## config.mk

```make
export PLATFORM = sky130hd
export DESIGN_NAME = decode_hazard_ctrl
export DESIGN_NICKNAME = d
export VERILOG_FILES = /design/src/rtl/decode_hazard_ctrl.sv
export SDC_FILE = /design/constraint.sdc
export NUM_CORES = 1
export LEC_CHECK = 0
export CAP_MARGIN = 40
export CORE_ASPECT_RATIO = 0.75
export CORE_UTILIZATION = 40
export CTS_BUF_LIST = sky130_fd_sc_hd__clkbuf_16
export DETAILED_ROUTE_END_ITERATION = 8
export PLACE_DENSITY_LB_ADDON = 0.08
export SKIP_CTS_REPAIR_TIMING = 1
export SYNTH_ARGS = -nofsm -noshare
export SYNTH_HDL_FRONTEND = slang
export SYNTH_SLANG_ARGS = --single-unit
```

## constraint.sdc

```tcl
create_clock -name clk_i -period 3.8 [get_ports clk_i]
set_input_delay 0.57 -clock clk_i [delete_from_list [all_inputs] [get_ports clk_i]]
set_output_delay 0.57 -clock clk_i [all_outputs]
set_load 0.02 [all_outputs]
```

## src/rtl/decode_hazard_ctrl.sv

```systemverilog
// Decode-stage register scoreboard: counts in-flight writes per register, stalls
// issue on RAW hazards or a saturated WAW counter, and runs the fence/ecall drain handshake.
module decode_hazard_ctrl #(
   parameter int MAX_INFLIGHT = 3
) (
   input  logic       clk_i,
   input  logic       rst_i,
   input  logic [4:0] raddr1_i,
   input  logic       raddr1_used_i,
   input  logic [4:0] raddr2_i,
   input  logic       raddr2_used_i,
   input  logic       issue_valid_i,
   input  logic       issue_ready_i,
   input  logic       issue_reg_write_i,
   input  logic [4:0] issue_reg_addr_i,
   input  logic       retire_valid_i,
   input  logic [4:0] retire_reg_addr_i,
   input  logic       drain_req_i,
   output logic       stall_o,
   output logic       busy_o,
   output logic       drain_ack_o,
   output logic       error_o
);
   localparam int CW = $clog2(MAX_INFLIGHT + 1);
   localparam logic [CW-1:0] CNT_MAX = CW'(MAX_INFLIGHT);

   typedef enum logic [1:0] {RUN, DRAIN, HOLD} state_t;

   state_t        state_reg;
   logic          error_reg;
   logic [CW-1:0] cnt_vec [32];
   logic [31:0]   busy_vec;
   logic [31:0]   under_vec;
   logic          issue_fire;
   logic          hazard;
   logic          busy;

   assign issue_fire = issue_valid_i & issue_ready_i & issue_reg_write_i;

   genvar gi;
   generate
      for (gi = 0; gi < 32; gi++) begin : g_cnt
         if (gi == 0) begin : g_zero
            // x0 is hardwired: never pending, never hazards, never underflows
            assign cnt_vec[gi]   = '0;
            assign busy_vec[gi]  = 1'b0;
            assign under_vec[gi] = 1'b0;
         end else begin : g_track
            logic          inc;
            logic          dec;
            logic [CW-1:0] cnt_reg;

            assign inc = issue_fire & (issue_reg_addr_i == 5'(gi));
            assign dec = retire_valid_i & (retire_reg_addr_i == 5'(gi));

            // Issue and retire of the same register cancel; counter never wraps either way
            always_ff @(posedge clk_i or negedge rst_i) begin
               if (!rst_i) begin
                  cnt_reg <= '0;
               end else if (inc && !dec && cnt_reg != CNT_MAX) begin
                  cnt_reg <= cnt_reg + 1'b1;
               end else if (dec && !inc && cnt_reg != '0) begin
                  cnt_reg <= cnt_reg - 1'b1;
               end
            end

            assign cnt_vec[gi]   = cnt_reg;
            assign busy_vec[gi]  = (cnt_reg != '0);
            assign under_vec[gi] = dec & ~inc & (cnt_reg == '0);
         end
      end
   endgenerate

   assign busy   = |busy_vec;
   assign hazard = (raddr1_used_i & (cnt_vec[raddr1_i] != '0))
                 | (raddr2_used_i & (cnt_vec[raddr2_i] != '0))
                 | (issue_reg_write_i & (cnt_vec[issue_reg_addr_i] == CNT_MAX));

   always_ff @(posedge clk_i or negedge rst_i) begin
      if (!rst_i) begin
         state_reg <= RUN;
      end else begin
         case (state_reg)
            RUN:     if (drain_req_i) state_reg <= DRAIN;
            DRAIN: begin
               if (!drain_req_i)  state_reg <= RUN;
               else if (!busy)    state_reg <= HOLD;
            end
            HOLD:    if (!drain_req_i) state_reg <= RUN;
            default: state_reg <= RUN;
         endcase
      end
   end

   always_ff @(posedge clk_i or negedge rst_i) begin
      if (!rst_i) begin
         error_reg <= 1'b0;
      end else if (|under_vec) begin
         error_reg <= 1'b1;
      end
   end

   // Ack is decoded from registered state so it can fire on the very first DRAIN cycle
   assign drain_ack_o = (state_reg == DRAIN) & drain_req_i & ~busy;
   assign stall_o     = (state_reg != RUN) | hazard;
   assign busy_o      = busy;
   assign error_o     = error_reg;
endmodule

```

==> impl_table.tex <==
\begin{tabular}{lr}
\hline
Metric & Value \\
\hline
\multicolumn{2}{l}{\textbf{Place}} \\
\quad HPWL after DPL & 17500 microns \\
\quad Placed Area & 6240 sq um \\
\quad Gp weighted congestion & 0.997 \\
\quad Post-placement setup slack & 84.9 ps \\
\quad Port bufs & 32 \\
\quad Instance count after placement with tap cells included & 946 \\
\multicolumn{2}{l}{\textbf{Detailed routing}} \\
\quad Via count & 6165 \\
\quad Total Wirelength & 22200 microns \\
\quad Number of remaining DRC errors & 12 \\
\quad Number of routed nets with antenna violations & 0 \\
\quad Detailed-route wire length per cell & 23.1 microns \\
\quad Detail-routed via count per cell & 6.41 \\
\quad Iteration count of the initial detailed-routing pass & 7 \\
\quad Starting DRT DRC Count & 668 \\
\multicolumn{2}{l}{\textbf{Floorplanning}} \\
\quad Standard cell core area & 13300 sq um \\
\quad Io pins & 33 \\
\quad Overall die area & 14400 sq um \\
\quad Effective utilization at floorplan & 41.9\% \\
\quad Overall die height & 104 microns \\
\quad Standard-cell rows & 36 \\
\quad Width of the die & 138 microns \\
\multicolumn{2}{l}{\textbf{Logic synthesis}} \\
\quad Ys flop type & dfrtp\_1 \\
\quad Fraction of synthesized cell area in xor and xnor cells & 0\% \\
\quad Number of warnings issued by yosys & 0 \\
\quad Post-Synth Simple-Gate Area & 38.1\% \\
\quad Synth Net Count & 773 \\
\quad Distinct cell type count after synthesis & 68 \\
\quad Synthesized-area fraction occupied by adder cells & 0\% \\
\quad Share of Yosys cell area claimed by the top area cell type & 29.2\% \\
\quad Portion of netlist area occupied by mux cells & 8.53\% \\
\quad Mean area per synthesized cell & 7.49 sq um \\
\quad Ys async rst share & 100\% \\
\quad Largest family of logic cells by synthesized area & simple AND/OR/NAND/NOR gates \\
\quad Number of enable-type register cells in the synthesized netlist & 0 \\
\quad Compound-cell area share of the yosys netlist & 19.5\% \\
\quad Leading post-synthesis cells by cell area & dfrtp\_1 29\%, nor2\_1 8.1\%, nand2\_1 6.2\% \\
\quad Post-Synthesis Cells & 744 \\
\quad Largest area contributor in the netlist & dfrtp\_1 \\
\quad Synth Cell Area & 5570 sq um \\
\quad Yosys reg bits & 65 \\
\quad Proportion of synthesized chip area in sequential cells & 29.2\% \\
\multicolumn{2}{l}{\textbf{Global routing}} \\
\quad Number of global-route vias before repair & 5697 \\
\quad Pin count of the biggest net entering global routing & 35 \\
\quad Leftover overflow at the end of global routing & 0 \\
\quad First-pass GRT wire length & 34100 microns \\
\quad Antenna violations before repair & 0 \\
\quad Overall Global Routing Usage & 31.8\% \\
\multicolumn{2}{l}{\textbf{Clocking}} \\
\quad Buffers from clock root to sink, at most & 2 \\
\quad Number of H-tree levels & 3 \\
\quad Clock transition time at the flip-flop clock pins of the worst setup and hold paths & 50 ps \\
\quad Clock tree from TritonCTS & done \\
\quad Clock latency at the later pin of the worst-skew pair & 350 ps \\
\quad Clk root buf & clkbuf\_16 \\
\quad CTS Buf Count & 9 \\
\quad Sinks on the clock net & 65 \\
\multicolumn{2}{l}{\textbf{STA}} \\
\quad Final period util & 96.6\% \\
\quad Slew @ Worst Pin & 826 ps \\
\quad Final Slew Violations & 0 \\
\quad RSZ-0062 raised after global routing & no \\
\quad Worst slack on hold paths & 297 ps \\
\quad Clock period minus worst slack & 3670 ps \\
\quad Hold violation count in the final report & 0 \\
\quad Final worst setup slack & 131 ps \\
\quad Maximum clock skew at final layout & 5.88 ps \\
\quad Summed negative setup slack over all endpoints & 0 ps \\
\quad Max transition margin & 44.7\% \\
\quad Fmax & 0.273 GHz \\
\quad Setup violation total in the final timing report & 0 \\
\multicolumn{2}{l}{\textbf{Final layout}} \\
\quad Area added between synthesis and finish & 17.7\% \\
\quad Layout Utilization & 49.4\% \\
\quad Number of flip-flops under the largest register name & 62 \\
\quad Number of nets in the final layout & 815 \\
\quad Non-filler instance count after layout & 962 \\
\quad Antenna Cells & 0 \\
\quad Final standard cell area without fillers & 6560 sq um \\
\quad Share of final-layout standard cells stronger than drive strength 1 & 12.0\% \\
\multicolumn{2}{l}{\textbf{Min path}} \\
\quad Type of the tightest min-delay check & input port to asynchronous set/reset pin \\
\multicolumn{2}{l}{\textbf{Setup path}} \\
\quad Required @ worst endpoint & 3230 ps \\
\quad Slowest stage cell, crit path & clkdlybuf4s50\_1 \\
\quad Startpoint kind of the worst setup timing path & input port \\
\quad Critical path peak fanout & 22 \\
\quad Chain of cells forming the critical path & clkdlybuf4s50\_1 > buf\_12 > mux4\_2 > nor2b\_1 > o21ai\_0 > a21oi\_1 > o21ai\_1 > nand4\_1 > clkdlybuf4s50\_1 \\
\quad Largest stage delay, worst path & 560 ps \\
\quad CP Capture Type & output pin \\
\quad Category of cells accounting for the largest share of critical-path delay & buffers and inverters \\
\quad Number of buffers and inverters on the critical path & 3 \\
\quad Class of the most critical setup path & input port to output pin \\
\quad Arrival time at the worst endpoint & 3100 ps \\
\quad CP most frequent cell & clkdlybuf4s50\_1 \\
\multicolumn{2}{l}{\textbf{Pwr}} \\
\quad Psw & 953 uW \\
\quad Switching power as a share of total power & 37.5\% \\
\quad Standby leakage power & 2.54 nW \\
\quad VDD IR-drop max & 246 uV \\
\quad Total chip power & 2.54 mW \\
\quad Relative contribution of the clock network to total power & 32.8\% \\
\quad Part of the power in registers & 41.4\% \\
\quad Combinational share of power & 25.8\% \\
\quad Ratio of total power to cell area & 387 nW/um\^{}2 \\
\quad Cell internal pwr & 1.59 mW \\
\multicolumn{2}{l}{\textbf{Run}} \\
\quad Number of max-cap violations & 0 \\
\multicolumn{2}{l}{\textbf{Status}} \\
\quad Violated checks & DRC \\
\quad Result of the run & finished, violations left \\
\hline
\end{tabular}
==> power groups by stage <==
stage / sequential (mW) / clock [mW] / combinational [mW]
finish: 1.05 / 0.834 / 0.655
global route: 1.06 / 0.878 / 0.717
CTS: 1.03 / 0.843 / 0.635
detailed placement: 1.05 / 0 / 0.632
global placement: 1.04 / 0 / 0.624
floorplan: 0.915 / 0 / 0.464
==> routing by layer <==
| metal | part of all wire (%) | global-route usage (%) | up-vias |
|---|---|---|---|
| met1 | 47 | 47.2 | 2950 |
| met2 | 40 | 45.6 | 327 |
| met3 | 10 | 8.29 | 40 |
| met4 | 2.0 | 7.46 | 0 |
| li1 | - | - | 2848 |
| met5 | 0 | 0 | - |
==> area by class of cell <==
cell class	instances	area, sq um
inverter	13	48.8
tap	171	214
multi-input combinational	622	3720
sequential	65	1630
timing repair buffer	75	668
fill	1285	6730
clock buffer	9	225
clock inverter	7	61.3
==> cells in the final DEF, fill, tap and decap left out, types with 3 or more instances in the layout <==
cell type / netlist / layout
nor2_1: 120 / 120
nand2_1: 92 / 92
dfrtp_1: 65 / 65
o21ai_0: 55 / 55
a21oi_1: 51 / 51
buf_4: 1 / 41
nor3_1: 34 / 33
nand3_1: 31 / 31
nor4_1: 32 / 29
clkdlybuf4s50_1: 0 / 29
nor2b_1: 20 / 20
mux2i_1: 16 / 16
nand4_1: 13 / 13
inv_1: 13 / 13
mux4_2: 13 / 13
and2_1: 13 / 13
a211oi_1: 12 / 12
o311ai_0: 11 / 11
nand2b_1: 10 / 10
nor3b_1: 9 / 9
o211ai_1: 9 / 9
clkbuf_16: 0 / 9
nand3b_1: 8 / 8
and3_1: 7 / 7
a2111oi_0: 5 / 5
nor3_2: 3 / 4
clkinv_2: 0 / 4
o22ai_1: 3 / 3
or2_2: 3 / 3
and4_1: 3 / 3
==> cells by family (layout without fill, tap and decap cells) <==
family	count (synthesis)	in the layout
flops	65	65
buf+inv	57	104
compound gates	172	172
mux	31	31
simple gates	419	419
==> path summary, 6_finish.rpt <==
check                                                  start                           end  slack (ps)  cells after the start
worst min register to register  g_cnt[24].g_track.cnt_reg[0]  g_cnt[24].g_track.cnt_reg[0]         530                      1
worst max register to register  g_cnt[24].g_track.cnt_reg[1]                  state_reg[1]        1700                      7
worst max-delay path                     issue_reg_addr_i[0]                       stall_o         130                      9
max in group asynchronous                              rst_i  g_cnt[13].g_track.cnt_reg[1]        2530                      2
worst min-delay path                                   rst_i  g_cnt[17].g_track.cnt_reg[1]         300                      1
min in group clk_i              g_cnt[24].g_track.cnt_reg[0]  g_cnt[24].g_track.cnt_reg[0]         530                      1
==> cell usage after synthesis, types with 5 or more instances <==
| master | n |
|---|---|
| and2_1 | 13 |
| nand2_1 | 92 |
| nor4_1 | 32 |
| a211oi_1 | 12 |
| o311ai_0 | 11 |
| mux4_2 | 13 |
| nand3b_1 | 8 |
| nor3b_1 | 9 |
| a21oi_1 | 51 |
| buf_2 | 16 |
| nor2_1 | 120 |
| nand2b_1 | 10 |
| nand3_1 | 31 |
| dfrtp_1 | 65 |
| and3_1 | 7 |
| nor3_1 | 34 |
| inv_1 | 13 |
| nor2b_1 | 20 |
| a2111oi_0 | 5 |
| o21ai_0 | 55 |
| nand4_1 | 13 |
| o211ai_1 | 9 |
| mux2i_1 | 16 |
| clkbuf_1 | 21 |
Note: power is estimated with default switching activity, not from simulation.
